<file path="src/rtl/alu_arbiter.sv">
// Round-robin arbiter sharing one combinational ALU between two requesters.
// Operands are registered into the ALU and the result is returned on a tagged response channel.
module alu_arbiter #(
   parameter int N = 32
) (
   input  logic         clk,
   input  logic         rst,
   input  logic         req0_valid,
   output logic         req0_ready,
   input  logic [3:0]   req0_opcode,
   input  logic [N-1:0] req0_a,
   input  logic [N-1:0] req0_b,
   input  logic         req1_valid,
   output logic         req1_ready,
   input  logic [3:0]   req1_opcode,
   input  logic [N-1:0] req1_a,
   input  logic [N-1:0] req1_b,
   output logic [3:0]   alu_opcode,
   output logic [N-1:0] alu_a,
   output logic [N-1:0] alu_b,
   input  logic [N-1:0] alu_result,
   input  logic [3:0]   alu_flags,
   output logic         rsp_valid,
   input  logic         rsp_ready,
   output logic         rsp_id,
   output logic [N-1:0] rsp_result,
   output logic [3:0]   rsp_flags
);

   // state | meaning
   // IDLE  | no operation held
   // EXEC  | ALU operand registers valid, result settles this cycle
   // RESP  | response held on rsp_* until the consumer takes it
   typedef enum logic [1:0] {IDLE, EXEC, RESP} state_t;

   state_t state, state_nxt;
   logic   last_grant;
   logic   cur_id;
   logic   grant;
   logic   window;
   logic   accept;

   always_comb begin
      window = (state == IDLE) || ((state == RESP) && rsp_ready);

      // With nobody asking, point at the requester that would win a tie.
      if (req0_valid && req1_valid) grant = ~last_grant;
      else if (req1_valid)          grant = 1'b1;
      else if (req0_valid)          grant = 1'b0;
      else                          grant = ~last_grant;

      req0_ready = window && !grant;
      req1_ready = window && grant;
      accept     = (req0_valid && req0_ready) || (req1_valid && req1_ready);

      state_nxt = state;
      unique case (state)
         IDLE:    if (accept) state_nxt = EXEC;
         EXEC:    state_nxt = RESP;
         RESP:    if (rsp_ready) state_nxt = accept ? EXEC : IDLE;
         default: state_nxt = IDLE;
      endcase
   end

   always_ff @(posedge clk) begin
      if (rst) begin
         state      <= IDLE;
         last_grant <= 1'b1;
         cur_id     <= 1'b0;
         alu_opcode <= '0;
         alu_a      <= '0;
         alu_b      <= '0;
         rsp_valid  <= 1'b0;
         rsp_id     <= 1'b0;
         rsp_result <= '0;
         rsp_flags  <= '0;
      end else begin
         state <= state_nxt;
         if (accept) begin
            alu_opcode <= grant ? req1_opcode : req0_opcode;
            alu_a      <= grant ? req1_a : req0_a;
            alu_b      <= grant ? req1_b : req0_b;
            cur_id     <= grant;
            last_grant <= grant;
         end
         if (state == EXEC) begin
            rsp_valid  <= 1'b1;
            rsp_id     <= cur_id;
            rsp_result <= alu_result;
            rsp_flags  <= alu_flags;
         end else if ((state == RESP) && rsp_ready) begin
            rsp_valid <= 1'b0;
         end
      end
   end

endmodule

</file>
<file path="config.mk">
export PLATFORM = sky130hd
export DESIGN_NAME = alu_arbiter
export DESIGN_NICKNAME = d
export VERILOG_FILES = /design/src/rtl/alu_arbiter.sv
export SDC_FILE = /design/constraint.sdc
export NUM_CORES = 1
export LEC_CHECK = 0
export ABC_CLOCK_PERIOD_IN_PS = 2050
export BUFFER_PORTS_ARGS = -buffer_cell sky130_fd_sc_hd__buf_2
export CORE_MARGIN = 2
export CORE_UTILIZATION = 25
export DETAILED_ROUTE_END_ITERATION = 6
export GPL_TIMING_DRIVEN = 1
export HOLD_SLACK_MARGIN = 0.06
export MAX_ROUTING_LAYER = met4
export SETUP_SLACK_MARGIN = 0.15
export SYNTH_ARGS = -nofsm -noshare
export SYNTH_HDL_FRONTEND = slang
export SYNTH_SLANG_ARGS = --single-unit
</file>
<file path="constraint.sdc">
create_clock -name clk -period 2.05 [get_ports clk]
set_clock_uncertainty 0.15 [all_clocks]
set_input_delay 0.41 -clock clk [delete_from_list [all_inputs] [get_ports clk]]
set_output_delay 0.41 -clock clk [all_outputs]
set_load 0.03 [all_outputs]
</file>
# After elaboration in Yosys (flattened, before gate mapping)
# Cells that the tools add are included.
[totals]
out_inout_bits = 108
wordCells = 39
regBits = 110
input_bits = 177
[classes]
eq_ne = 4
mux = 12
bitwise_logic = 1
reduce_logical = 12
[op_table]
columns = ["operator", "n"]
rows = [
  ["2-to-1 mux 32 bit", 2],
  ["logical AND 1 bit", 6],
  ["2-to-1 mux 1 bit", 6],
  ["one-hot mux 2 bit (3 select lines)", 1],
  ["2-to-1 mux 2 bit", 2],
  ["2-to-1 mux 4 bit", 1],
  ["inequality test 2 bit, second input constant", 2],
  ["equality test 2 x 1 -> 1 bit, second input constant", 1],
  ["equality test 2 bit, second input constant", 1],
  ["zero test 2 bit", 1],
  ["logical OR 1 bit", 2],
  ["AND reduction 2 bit", 1],
  ["nonzero test 2 bit", 1],
  ["zero test 1 bit", 1],
  ["NOT 1 bit", 1],
]

# Depth between registers and ports, before layout
[logic_depth]
word_depth = 11
ltp_mapped = 7

# Worst setup path after synthesis
# No wires, ideal clock.
[synth_timing]
kind = "input-to-output"
startpoint = "input port req0_valid"
endpoint = "output port req1_ready"
t_arrival_ns = 1.456
cell_stages = 5
required_ns = 1.490
slack_ns = 0.034
path_cell_list = "nand2b_1 -> a21o_1 -> buf_4 -> buf_2 -> nor2_1"
[synth_between]
elab_chain_cells = 4
[synth_rtl]
columns = ["element", "line", "rtl"]
rows = [
  ["start, declared", "8", "input logic req0_valid,"],
  ["2-to-1 mux 1 bit", "49", "else if (req0_valid) grant = 1'b0;"],
  ["2-to-1 mux 1 bit", "48", "else if (req1_valid) grant = 1'b1;"],
  ["2-to-1 mux 1 bit *", "47", "if (req0_valid && req1_valid) grant = ~last_grant;"],
  ["logical AND 1 bit *", "53", "req1_ready = window && grant;"],
  ["end, declared", "14", "output logic req1_ready,"],
]
# Mark *: on every way between the ends. The rest lies on a longest branch, timed or not.

# Worst setup path after layout
# Same ends and word-level chain as after synthesis.

==> metrics.md <==
| Metric | Value |
|---|---|
| Drt pass-1 iters | `4` |
| Crit Path Class | `in2out` |
| Longest Clk Path Bufs | `2` |
| Post-Synthesis Cells | `570` |
| Synthesized netlist net count | `747` |
| Die W | `139.7 um` |
| Slew Limit Headroom | `77.34%` |
| Syn_area_per_cell | `8.071 um^2` |
| Worst path cell trace | `buf_2 > nand2b_1 > a21o_2 > nor2_2 > buf_2` |
| Worst slew pin tran | `338.8 ps` |
| Clock transition at path regs | `80 ps` |
| Port bufs | `284` |
| CP arrival | `1300 ps` |
| RSZ-0062 raised after global routing | `no` |
| Wire length on met2 | `6.927 mm` |
| Leakage | `3.155 nW` |
| Core area | `0.01802 mm^2` |
| Final WL | `14.49 mm` |
| Clock Latency Late Sink | `340 ps` |
| Minimum clock period | `1861 ps` |
| Fraction of registers with async set/reset | `0%` |
| # DRC | `0` |
| Crit-path slowest cell | `a21o_2` |
| Row count | `49` |
| Fraction of layout cells with a size suffix above 1 | `41.00%` |
| Initial Util | `25.52%` |
| M1 wire length | `6.346 mm` |
| Ports | `285` |
| Hold_buf cts | `0` |
| Total CTS buffers | `9` |
| Vias in the first global route | `4,654` |
| Die area | `0.01950 mm^2` |
| CTS sink count | `110` |
| Most frequent cells in the layout | `282 x buf_2, 211 x nand2_1, 108 x dfxtp_1` |
| Wire length on met3 | `1.001 mm` |
| Distinct cell type count after synthesis | `25` |
| Die Y-Extent | `139.7 um` |
| Final hold viol count | `0` |
| Max frequency | `537.5 MHz` |
| ANT cells | `0` |
| CP delay by family, top | `buffers and inverters` |
| First-pass GRT wire length | `22.99 mm` |
| Final GP Congestion | `0.7737` |
| Routed len/inst | `13.57 um` |
| Finished Core Util | `36.59%` |
| ANT nets after route | `0` |
| CTS tree | `done` |
| Dpl hpwl | `10.80 mm` |
| Nature of the critical path startpoint | `input pin` |
| Req. time, crit path | `1490 ps` |
| Post-synthesis sequential area ratio | `47.87%` |
| Pint | `0.003918 W` |
| Max cap viols | `0` |
| Antenna violations before repair | `0` |
| #FFs+latches synth | `110` |
| Area delta synth->final | `43.35%` |
| Comb pwr share | `27.3%` |
| Commonest non-fill, non-tap cell in the layout | `buf_2` |
| Max Slew Vio Count | `0` |
| Main synth FF type | `dfxtp_1` |
| Via count | `4,789` |
| Setup TNS | `0 ps` |
| Crit Path Max Fanout | `5` |
| Post-synth EDFFs | `0` |
| Reg power frac | `41.6%` |
| Routed via count divided by cell count | `4.484` |
| Yosys warnings | `0` |
| Grt total ovfl | `0` |
| CP most frequent cell | `buf_2` |
| Fillers | `1,917` |
| DRT iter0 DRCs | `167` |
| CP Buf/Inv Count | `2` |
| Root buffer cell | `clkbuf_16` |
| Setup violators final | `0` |
| Layout net count | `1,011` |
| Critical Path End Type | `output port` |
| Net Sw Frac | `33.67%` |
| Slowest cell delay on critical path | `270 ps` |
| Power per cell area | `895.7 mW/mm^2` |
| Tot GR Track Use | `14.93%` |
| H-tree levels | `3` |
| Post-Synthesis Cell Area | `0.004601 mm^2` |
| Min-delay worst type | `in2reg` |
| Largest net degree at the start of global routing | `62` |
| Final period util | `90.76%` |
| Top Metal Used | `met4` |
| Peak VDD IR | `0.3729 mV` |
| NetSw | `0.001989 W` |
| Share of power burned in the clock network | `31.0%` |
| Status | `completed` |
[power groups by stage]
stage	Sequential [W]	Clock, W	Combinational (W)
floorplan	0.00292	0	0.000664
global placement	0.00251	0	0.00162
detailed placement	0.00251	0	0.00163
CTS	0.00246	0.00191	0.00164
global route	0.00249	0.00198	0.00176
finish	0.00246	0.00183	0.00161
[timing repair]
| action | CTS | global route |
|---|---|---|
| buffers inserted | 0 | 0 |
| resized for setup | 3 | 1 |
| endpoints found under the hold margin | 0 | 0 |
| endpoints found under the setup margin | 2 | 2 |
[synth_stat cells (3+ instances only)]
library cell  count  area share [%]
dfxtp_1         110              48
a311oi_1         52             9.9
nand2_1         211              17
buf_4             8             1.3
nor2_1           76             6.2
nand2b_1          4            0.54
a21oi_1          38             4.1
clkbuf_1         13             1.1
buf_1             3            0.24
buf_6            10             2.4
buf_2            16             1.7
a311oi_2         16             5.2
[kinds of logic (layout without fill, tap and decap cells)]
logic type | count (synthesis) | in the layout | share of synthesized area [%]
and+or+nand+nor | 296 | 296 | 24.72
AOI/OAI and AO/OA | 113 | 113 | 20.53
DFF | 110 | 110 | 47.87
buffers and inverters | 51 | 320 | 6.881
[cell type report]
type                       count  area, um^2  share of cell area (%)
tap                          229       286.5                   4.345
multi-input combinational    409        2111                   32.01
clock buffer                  10       239.0                   3.624
sequential                   110        2205                   33.43
inverter                       1       3.754                 0.05692
timing repair buffer         303        1682                   25.50
clock inverter                 6       68.82                   1.043
[worst reg2reg max path, cell delays in order, from the launching register on]
cell	delay (ps)
dfxtp_2	370
a211oi_4	350
buf_12	200
buf_12	190
nor2_1	60
a311oi_1	230
[layer usage]
layer,track usage [%],vias to the layer above
li1,-,2462
met1,18.15,2119
met2,24.61,191
met3,3.166,17
met4,5.158,0
met5,-,-
[worst paths after layout]
path,depth (start not counted),end,slack [ps],from
max reg2reg,5,alu_a[16],420,state[1]
min,3,rsp_result[29],140,alu_result[29]
max,5,req1_ready,190,req0_valid
min reg2reg,2,rsp_result[20],300,rsp_result[20]
[flip-flops by register name, indices dropped and copies added, names as in the netlist, 2 cells and up]
signal / count
rsp_flags: 4
state: 2
alu_opcode: 4
alu_b: 32
rsp_result: 32
alu_a: 32
[per-stage QoR]
step	hold WS (ps)	setup WS (ps)	instance area, um^2	std cells	power, W
5_1_grt	135.3	143.3	6595	1068	0.006225
6_report	138.5	189.4	6595	1068	0.005907
2_1_floorplan	281.5	161.9	4603	570	0.003580
3_5_place_dp	294.1	136.6	6275	1052	0.004141
3_3_place_gp	289.5	171.9	6275	1052	0.004128
4_1_cts	121.0	167.8	6588	1068	0.006005
(Power assumes the default switching activity.)
